===== src/rtl/bird_flight_ctrl.sv =====
// Single-bird flight controller: straight-line motion with bound bounce, LFSR direction changes,
// and hit-fall / escape / timeout sequencing around an erase -> update -> draw handshake with the sprite drawer.
module bird_flight_ctrl #(
  parameter int          X_WIDTH      = 8,
  parameter int          Y_WIDTH      = 7,
  parameter int          X_MIN        = 0,
  parameter int          X_MAX        = 152,
  parameter int          Y_MIN        = 0,
  parameter int          Y_MAX        = 100,
  parameter int          START_X      = 76,
  parameter int          START_Y      = 100,
  parameter int          STEP         = 1,
  parameter int          DIR_HOLD     = 8,
  parameter int          FLIGHT_TICKS = 200,
  parameter logic [7:0]  LFSR_SEED    = 8'hA5
) (
  input  logic               clk_i,
  input  logic               reset_i,
  input  logic               enable_i,
  input  logic               launch_i,
  input  logic               shot_i,
  input  logic               out_of_ammo_i,
  input  logic               enable_draw_i,
  output logic [3:0]         state_o,
  output logic [X_WIDTH-1:0] x_o,
  output logic [Y_WIDTH-1:0] y_o,
  output logic               erase_req_o,
  output logic               draw_req_o,
  output logic               bird_active_o,
  output logic               bird_hit_o,
  output logic               bird_escaped_o,
  output logic               done_o
);

  localparam int XW  = X_WIDTH + 1;
  localparam int YW  = Y_WIDTH + 1;
  localparam int FCW = (FLIGHT_TICKS < 1) ? 1 : $clog2(FLIGHT_TICKS + 1);
  localparam int DCW = $clog2(DIR_HOLD + 1);

  typedef enum logic [3:0] {
    S_IDLE = 4'd0, S_HOLD = 4'd1, S_CLEAR = 4'd2, S_UPDATE = 4'd3, S_DRAW = 4'd4, S_DONE = 4'd5
  } state_t;
  typedef enum logic [1:0] {M_FLY = 2'd0, M_FALL = 2'd1, M_ESC = 2'd2} mode_t;

  state_t             state_q, state_d;
  mode_t              mode_q, mode_d, mode_nxt;
  logic [X_WIDTH-1:0] x_q, x_d;
  logic [Y_WIDTH-1:0] y_q, y_d;
  logic               dx_q, dx_d, dy_q, dy_d;
  logic               hit_latch_q, hit_latch_d, esc_latch_q, esc_latch_d;
  logic [FCW-1:0]     flight_cnt_q, flight_cnt_d;
  logic [DCW-1:0]     dir_cnt_q, dir_cnt_d;
  logic [7:0]         lfsr_q;
  logic               bird_active_q, bird_active_d;
  logic               bird_hit_q, bird_hit_d, bird_escaped_q, bird_escaped_d;
  logic               erase_req_q, draw_req_q, done_q;

  // Moves are evaluated one bit wider so overshoot past a bound is visible before clamping.
  logic [XW-1:0]      x_up;
  logic [YW-1:0]      y_up;
  logic [X_WIDTH-1:0] x_dn;
  logic [Y_WIDTH-1:0] y_dn;
  logic               x_hi, x_lo, y_hi, y_lo;

  assign x_up = {1'b0, x_q} + XW'(STEP);
  assign y_up = {1'b0, y_q} + YW'(STEP);
  assign x_dn = x_q - X_WIDTH'(STEP);
  assign y_dn = y_q - Y_WIDTH'(STEP);
  assign x_hi = (x_up > XW'(X_MAX));
  assign y_hi = (y_up > YW'(Y_MAX));
  assign x_lo = ({1'b0, x_q} < XW'(X_MIN + STEP));
  assign y_lo = ({1'b0, y_q} < YW'(Y_MIN + STEP));

  always_comb begin
    state_d        = state_q;
    mode_d         = mode_q;
    mode_nxt       = mode_q;
    x_d            = x_q;
    y_d            = y_q;
    dx_d           = dx_q;
    dy_d           = dy_q;
    hit_latch_d    = hit_latch_q;
    esc_latch_d    = esc_latch_q;
    flight_cnt_d   = flight_cnt_q;
    dir_cnt_d      = dir_cnt_q;
    bird_active_d  = bird_active_q;
    bird_hit_d     = bird_hit_q;
    bird_escaped_d = bird_escaped_q;

    if (mode_q == M_FLY && bird_active_q) begin
      if (shot_i)        hit_latch_d = 1'b1;
      if (out_of_ammo_i) esc_latch_d = 1'b1;
    end

    case (state_q)
      S_IDLE, S_DONE: begin
        if (launch_i) begin
          state_d        = S_DRAW;
          mode_d         = M_FLY;
          x_d            = X_WIDTH'(START_X);
          y_d            = Y_WIDTH'(START_Y);
          dx_d           = lfsr_q[0];
          dy_d           = 1'b0;
          hit_latch_d    = 1'b0;
          esc_latch_d    = 1'b0;
          flight_cnt_d   = '0;
          dir_cnt_d      = '0;
          bird_active_d  = 1'b1;
          bird_hit_d     = 1'b0;
          bird_escaped_d = 1'b0;
        end
      end
      S_HOLD:  if (enable_i)      state_d = S_CLEAR;
      S_CLEAR: if (enable_draw_i) state_d = S_UPDATE;
      S_UPDATE: begin
        state_d = S_DRAW;
        if (mode_q == M_FLY) begin
          if (hit_latch_q)
            mode_nxt = M_FALL;
          else if (esc_latch_q || flight_cnt_q == FCW'(FLIGHT_TICKS))
            mode_nxt = M_ESC;
        end
        mode_d = mode_nxt;
        case (mode_nxt)
          M_FLY: begin
            if (dx_q) begin
              if (x_hi) begin x_d = X_WIDTH'(X_MAX); dx_d = 1'b0; end
              else          x_d = x_up[X_WIDTH-1:0];
            end else begin
              if (x_lo) begin x_d = X_WIDTH'(X_MIN); dx_d = 1'b1; end
              else          x_d = x_dn;
            end
            if (dy_q) begin
              if (y_hi) begin y_d = Y_WIDTH'(Y_MAX); dy_d = 1'b0; end
              else          y_d = y_up[Y_WIDTH-1:0];
            end else begin
              if (y_lo) begin y_d = Y_WIDTH'(Y_MIN); dy_d = 1'b1; end
              else          y_d = y_dn;
            end
            flight_cnt_d = flight_cnt_q + FCW'(1);
            // A fresh random heading overrides any bounce flip on the same move.
            if (dir_cnt_q == DCW'(DIR_HOLD - 1)) begin
              dir_cnt_d = '0;
              dx_d      = lfsr_q[0];
              dy_d      = lfsr_q[1];
            end else begin
              dir_cnt_d = dir_cnt_q + DCW'(1);
            end
          end
          M_FALL:  y_d = y_hi ? Y_WIDTH'(Y_MAX) : y_up[Y_WIDTH-1:0];
          M_ESC:   y_d = y_lo ? Y_WIDTH'(Y_MIN) : y_dn;
          default: ;
        endcase
      end
      S_DRAW: begin
        if (enable_draw_i) begin
          if (mode_q == M_FALL && y_q == Y_WIDTH'(Y_MAX)) begin
            state_d       = S_DONE;
            bird_hit_d    = 1'b1;
            bird_active_d = 1'b0;
          end else if (mode_q == M_ESC && y_q == Y_WIDTH'(Y_MIN)) begin
            state_d        = S_DONE;
            bird_escaped_d = 1'b1;
            bird_active_d  = 1'b0;
          end else begin
            state_d = S_HOLD;
          end
        end
      end
      default: state_d = S_IDLE;
    endcase
  end

  always_ff @(posedge clk_i) begin
    if (reset_i) begin
      state_q        <= S_IDLE;
      mode_q         <= M_FLY;
      x_q            <= X_WIDTH'(START_X);
      y_q            <= Y_WIDTH'(START_Y);
      dx_q           <= 1'b0;
      dy_q           <= 1'b0;
      hit_latch_q    <= 1'b0;
      esc_latch_q    <= 1'b0;
      flight_cnt_q   <= '0;
      dir_cnt_q      <= '0;
      lfsr_q         <= LFSR_SEED;
      bird_active_q  <= 1'b0;
      bird_hit_q     <= 1'b0;
      bird_escaped_q <= 1'b0;
      erase_req_q    <= 1'b0;
      draw_req_q     <= 1'b0;
      done_q         <= 1'b0;
    end else begin
      state_q        <= state_d;
      mode_q         <= mode_d;
      x_q            <= x_d;
      y_q            <= y_d;
      dx_q           <= dx_d;
      dy_q           <= dy_d;
      hit_latch_q    <= hit_latch_d;
      esc_latch_q    <= esc_latch_d;
      flight_cnt_q   <= flight_cnt_d;
      dir_cnt_q      <= dir_cnt_d;
      lfsr_q         <= {lfsr_q[6:0], lfsr_q[7] ^ lfsr_q[5] ^ lfsr_q[4] ^ lfsr_q[3]};
      bird_active_q  <= bird_active_d;
      bird_hit_q     <= bird_hit_d;
      bird_escaped_q <= bird_escaped_d;
      erase_req_q    <= (state_d == S_CLEAR);
      draw_req_q     <= (state_d == S_DRAW);
      done_q         <= (state_d == S_DONE);
    end
  end

  assign state_o        = state_q;
  assign x_o            = x_q;
  assign y_o            = y_q;
  assign erase_req_o    = erase_req_q;
  assign draw_req_o     = draw_req_q;
  assign bird_active_o  = bird_active_q;
  assign bird_hit_o     = bird_hit_q;
  assign bird_escaped_o = bird_escaped_q;
  assign done_o         = done_q;

endmodule


===== config.mk =====
export PLATFORM = sky130hd
export DESIGN_NAME = bird_flight_ctrl
export DESIGN_NICKNAME = d
export VERILOG_FILES = /design/src/rtl/bird_flight_ctrl.sv
export SDC_FILE = /design/constraint.sdc
export NUM_CORES = 1
export LEC_CHECK = 0
export ABC_CLOCK_PERIOD_IN_PS = 3000
export BUFFER_PORTS_ARGS = -buffer_cell sky130_fd_sc_hd__buf_4
export CAP_MARGIN = 25
export CORE_MARGIN = 5
export CORE_UTILIZATION = 49
export CTS_CLUSTER_SIZE = 30
export DETAILED_ROUTE_END_ITERATION = 7
export PLACE_DENSITY = 0.76
export SYNTH_ARGS = -nofsm -noshare
export SYNTH_HDL_FRONTEND = slang
export SYNTH_SLANG_ARGS = --single-unit

===== constraint.sdc =====
create_clock -name clk_i -period 3 [get_ports clk_i]
set_clock_uncertainty 0.05 [all_clocks]
set_input_delay 0.15 -clock clk_i [delete_from_list [all_inputs] [get_ports clk_i]]
set_output_delay 0.15 -clock clk_i [all_outputs]
set_load 0.05 [all_outputs]

=== After elaboration in Yosys (flattened, before gate mapping) ===
Index checks and enable logic that the tools add are counted.

* Logic and storage cells: 136
* Output and inout port bits: 25
* Register bits: 51

* Order comparisons: 4
* Add/subtract/negate cells: 6
* Multiplexer cells: 66
* Reduce and logical (&&, ||, !) cells: 17
* Equality and inequality tests: 23
* Bitwise gates (word level): 3

{| class="wikitable"
|+ Operator list
! operator !! number
|-
| two-way mux 8 bit || 7
|-
| one-hot mux 8 bit (2 select lines) || 2
|-
| two-way mux 1 bit || 29
|-
| two-way mux 4 bit || 7
|-
| two-way mux 7 bit || 4
|-
| one-hot mux 7 bit (3 select lines) || 1
|-
| equality test 4 x 3 -> 1 bit (second input constant) || 5
|-
| one-hot mux 4 bit (5 select lines) || 1
|-
| one-hot mux 7 bit (2 select lines) || 1
|-
| equality test 4 x 2 -> 1 bit (second input constant) || 3
|-
| inequality test 2 bit (second input constant) || 6
|-
| two-way mux 2 bit || 5
|-
| one-hot mux 1 bit (2 select lines) || 5
|-
| adder 8 x 1 -> 9 bit (second input constant) || 1
|-
| greater-than comparator 9 x 8 -> 1 bit (second input constant) || 1
|-
| adder 7 x 1 -> 8 bit (second input constant) || 1
|-
| adder 8 x 1 -> 8 bit (second input constant) || 1
|-
| equality test 8 bit (second input constant) || 1
|-
| greater-than comparator 8 x 7 -> 1 bit (second input constant) || 1
|-
| less-than comparator 8 x 1 -> 1 bit (second input constant) || 1
|-
| one-hot mux 4 bit (2 select lines) || 1
|-
| AND reduction 4 bit || 2
|-
| subtractor 8 x 1 -> 8 bit (second input constant) || 1
|-
| equality test 7 bit (second input constant) || 1
|-
| other kinds (21) || 31
|}

=== Depth between registers and ports, before layout ===
* Depth after elaboration: 9
* Mapped depth: 15

=== Worst setup path before layout ===
OpenSTA, ideal clock, no wires.

* Kind: reg2reg
* Start point: reg flight_cnt_q[0]
* End point: reg y_q[3], in the netlist y_o[3]
* Stages on the path, launching flop included: 14
* Required time: 2.859 ns
* Buffers on the path: 2
* Data arrival time: 2.677 ns
* Path slack: 0.182 ns
* Cells stage by stage: dfxtp_1 inv_1 ha_1 nand4b_1 nor4b_1 nor2_1 nor4_1 nor2_1 ha_1 clkbuf_1 clkbuf_1 a22oi_1 or3_1 a311oi_1

* Longest elaborated chain between the ends: 9
* Elaborated cells between the ends (all ways): 13
* Those cells by class: 4 x eq/ne; 6 x mux; 3 x reduce/logical

{| class="wikitable"
|+ RTL lines
! item !! line !! text
|-
| start: declaration || 51 || <nowiki>logic [FCW-1:0] flight_cnt_q, flight_cnt_d;</nowiki>
|-
| start signal: assignment || 202 || <nowiki>flight_cnt_q <= flight_cnt_d;</nowiki>
|-
| equality test 8 bit * || 120 || <nowiki>else if (esc_latch_q || flight_cnt_q == FCW'(FLIGHT_TICKS))</nowiki>
|-
| logical OR 1 bit * || 120 ||
|-
| two-way mux 2 bit * || 120 ||
|-
| two-way mux 2 bit * || 118 || <nowiki>if (hit_latch_q)</nowiki>
|-
| two-way mux 2 bit * || 117 || <nowiki>if (mode_q == M_FLY) begin</nowiki>
|-
| two-way mux 2 bit * || 95 || <nowiki>case (state_q)</nowiki>
|-
| equality test 2 bit (tied with other cells) || 124 || <nowiki>case (mode_nxt)</nowiki>
|-
| one-hot mux 7 bit (3 select lines) / inequality test 4 x 2 -> 1 bit (equally long branches) || -- ||
|-
| one-hot mux 7 bit (2 select lines) / AND reduction 3 bit (equally long branches) || -- ||
|-
| end signal: assignment || 179 || <nowiki>y_q <= Y_WIDTH'(START_Y);</nowiki>
|-
| end signal: assignment || 197 || <nowiki>y_q <= y_d;</nowiki>
|-
| end: declaration || 48 || <nowiki>logic [Y_WIDTH-1:0] y_q, y_d;</nowiki>
|}

Every way passes the cells marked *; elsewhere a longest branch is shown, timed or not. The select of a mux whose other input is x is not followed.
A chain may end at the register's enable or synchronous reset.

=== Worst setup path in the final report ===
* Start point: reg flight_cnt_q[0]
* End point: reg y_q[1], in the netlist y_o[1]

The elaborated chain is that of the path after synthesis.

==> results.yml <==
status:
  status: "complete, no violations"
global_route:
  antenna_found_initial: 0
  grt_pass1_wl_um: 14100
  grt_use_total: 0.197
  grt_start_max_net_pins: 39
  grt.overflow.total: 0
  grt_pass1_vias: 3002
detailed_routing:
  wire_per_inst_um: 16.3
  ant_nets: 0
  routed_via_density: 6.09
  drcViolationCount: 0
  dr_total_vias: 3273
  wirelength_um: 8730
  drt_first_pass_iters: 4
  drt_iter0_drc: 333
critical_path:
  crit_path_max_fanout: 4
  path_cells: "inv_1 > ha_4 > nand4b_1 > nor4b_2 > nor2_1 > nor4_2 > nor2_2 > inv_2 > ha_4 > inv_2 > a31o_4 > or3_1 > a22o_1 > a21oi_2 > o22a_1"
  path_class: "reg2reg"
  critical_path_arrival_ps: 3140
  timing.rr.start: "flight_cnt_q[0]$_SDFFE_PP0P_"
  max_stage_delay_ps: 330
  crit_path_end_kind: "flip-flop"
  slowest_stage: "dfxtp_2"
  rr_endpoint: "y_o[1]$_SDFFE_PP0P_"
  cp_data_required_time_ps: 3210
  start_kind: "flip-flop"
  rr_worst_depth: 15
  cp-startpoint: "flight_cnt_q[0]$_SDFFE_PP0P_"
  reg2reg_slack_ps: 80
finish:
  syn_to_final_growth_pct: 16.0
  nets: 475
  final_common_cell: "nor2_1"
  final_util: 0.574
  fin_cells: 537
  n_fill_cell: 612
  antennaDiodeCount: 0
  final_cell_mix: "nor2_1 (51), dfxtp_1 (49), buf_4 (47), nand2_1 (27), a21oi_1 (26)"
  drive_gt1_frac: 0.199
clock_network:
  htree_levels: 2
  clkLatencyLatePin_ps: 310
  cts_sinks: 51
  cts_tree: "yes"
  clockRootBuffer: "clkbuf_8"
  cts_buffer_depth: 2
  cts_buffers: 5
  clkTransAtPathRegs_ps: 100
  hold_buffers: 0
yosys:
  synth-edff-count: 0
  yosys-top-cells-area: "dfxtp_1 (31%), nor2_1 (6.0%), ha_1 (4.5%), a21oi_1 (4.2%), nand2_1 (3.2%)"
  synth_warnings: 0
  ys_types: 66
  yosys_register_bits: 51
  ys.flop_type: "dfxtp_1"
  yosysTopAreaCellShare: 0.307
  synth_top_cell_by_area: "dfxtp_1"
  avgSynthCellArea_sq_um: 7.79
  synth_nets: 446
  synthCells: 427
  async_flop_share: 0
  netlist_area_sq_mm: 0.00333
  ys_seq_area_frac: 0.307
power:
  clkPwrFrac: 0.334
  pwr-share-comb: 0.118
  internal_power_mw: 0.926
  p_leak_nw: 1.39
  ir_drop_mv: 0.218
  switching_share: 0.286
  pwr-share-seq: 0.548
  p_sw_mw: 0.371
  cellPowerDensity_mw_per_mm2: 336
placed_design:
  dp_cells: 527
  portBuffers: 31
  dp_slack_ps: -64.4
  hpwlAfterDp_um: 6020
  place.gp.congestion: 1.00
sta:
  finalSetupViolations: 0
  max_slew_margin: 0.556
  fin_hold_ws_ps: 38.7
  report.final.hold_viol_count: 0
  worst_pin_slew_ps: 662
  post-route-period-util: 0.975
  rsz0062_at_grt: "true"
  fin_crit_ps: 2920
  slew_viol_final: 0
  fmax_mhz: 342
  setup-tns-final_ps: 0
  fin_ws_ps: 76.0
floorplan:
  start_util: 0.495
  die-height_um: 92.4
  fp.dieArea_sq_mm: 0.00854
  rows: 30
  core_area_sq_mm: 0.00672
  io_pins: 32
  fp.dieW_um: 92.4
worst_hold_path:
  hp-start: "out_of_ammo_i"
  hold_path_end: "esc_latch_q$_SDFF_PP0_"
  hold_path_depth: 3
  hold_class: "in2reg"
run:
  drv_cap: 0
==> power groups by stage <==
stage / registers (mW) / logic, mW / clock network (mW)
detailed placement: 0.727 / 0.139 / 0
CTS: 0.711 / 0.140 / 0.441
global placement: 0.727 / 0.137 / 0
global route: 0.714 / 0.165 / 0.466
finish: 0.711 / 0.153 / 0.433
floorplan: 0.732 / 0.0898 / 0
==> routing by layer <==
layer	vias up	wire (um)	global-route usage
met5	-	0	0
met4	0	102	0.0594
met3	10	505	0.0301
met2	105	4180	0.335
met1	1539	3940	0.257
li1	1619	-	-
==> synthesized netlist by cell type, drive strengths merged (3+ instances only) <==
cell and instances:
a2111oi 3, nand2b 6, xnor2 7, and4 3, nand3b 3, a21oi 29, mux2i 4, nand4 8
buf 13, or4b 3, o21ai 26, clkbuf 12, ha 12, and3 6, nand2 29, a32oi 5
a21o 3, a211oi 4, or2 3, o211ai 3, inv 19, nor2b 7, nor3 16, dfxtp 51
a22oi 6, xor2 11, nor2 53, or3 8, a211o 4, nand3 18, and2 3, a31oi 15
a31o 4, nor4b 4
==> worst max-delay path by stage <==
| stage | slack (ps) | to |
|---|---|---|
| 6_report | 80 | y_o[1]$_SDFFE_PP0P_ |
| 5_1_grt | -100 | y_o[4]$_SDFFE_PP0P_ |
| 4_1_cts | 40 | y_o[4]$_SDFFE_PP0P_ |
| 3_5_place_dp | -60 | y_o[4]$_SDFFE_PP0P_ |
| 3_3_place_gp | 30 | y_o[4]$_SDFFE_PP0P_ |
| 2_1_floorplan | 180 | y_o[3]$_SDFFE_PP0P_ |
==> registers in the layout, summed over array words and instances, names as in the netlist, 2 cells and up <==
signal,flops
y_o,7
x_o,8
lfsr_q,8
state_o,4
dir_cnt_q,4
mode_q,2
flight_cnt_q,8
==> what timing repair did <==
action	in CTS	in global routing
endpoints found under the setup margin	5	6
setup buffers	0	2
resized for setup	2	26
pin swaps	0	11
==> kinds of logic (layout without fill, tap and decap cells) <==
kind of cell    after synthesis  after routing  share of synthesized area
fa+ha+maj                    12             12                     0.0451
simple gates                176            176                      0.276
other cells                   1              1                    0.00113
xor+xnor                     18             18                     0.0474
compound gates              120            120                      0.250
buf+inv                      44             74                     0.0575
flops                        51             51                      0.307
mux                           5              5                     0.0154
==> metrics by stage <==
step           power (mW)  instance area (sq um)
5_1_grt              1.34                   3860
2_1_floorplan       0.822                   3330
6_report             1.30                   3860
3_3_place_gp        0.864                   3640
3_5_place_dp        0.866                   3640
4_1_cts              1.29                   3750
==> cell type report <==
class / instances / area (sq um) / area share
sequential: 51 / 1020 / 0.265
tap: 80 / 100 / 0.0259
timing repair buffer: 47 / 353 / 0.0914
clock inverter: 3 / 27.5 / 0.00713
multi-input combinational: 332 / 2220 / 0.574
inverter: 19 / 71.3 / 0.0185
clock buffer: 5 / 68.8 / 0.0178
==> worst max-delay path: cells and delay by family, from the launching register on <==
family / cells / cell delay (ps)
adder cells (fa/ha/maj): 2 / 270
flip-flops: 1 / 330
buffers and inverters: 3 / 220
AND/OR/NAND/NOR: 6 / 1280
AO/OA/AOI/OAI: 4 / 720
(Power assumes the default switching activity.)
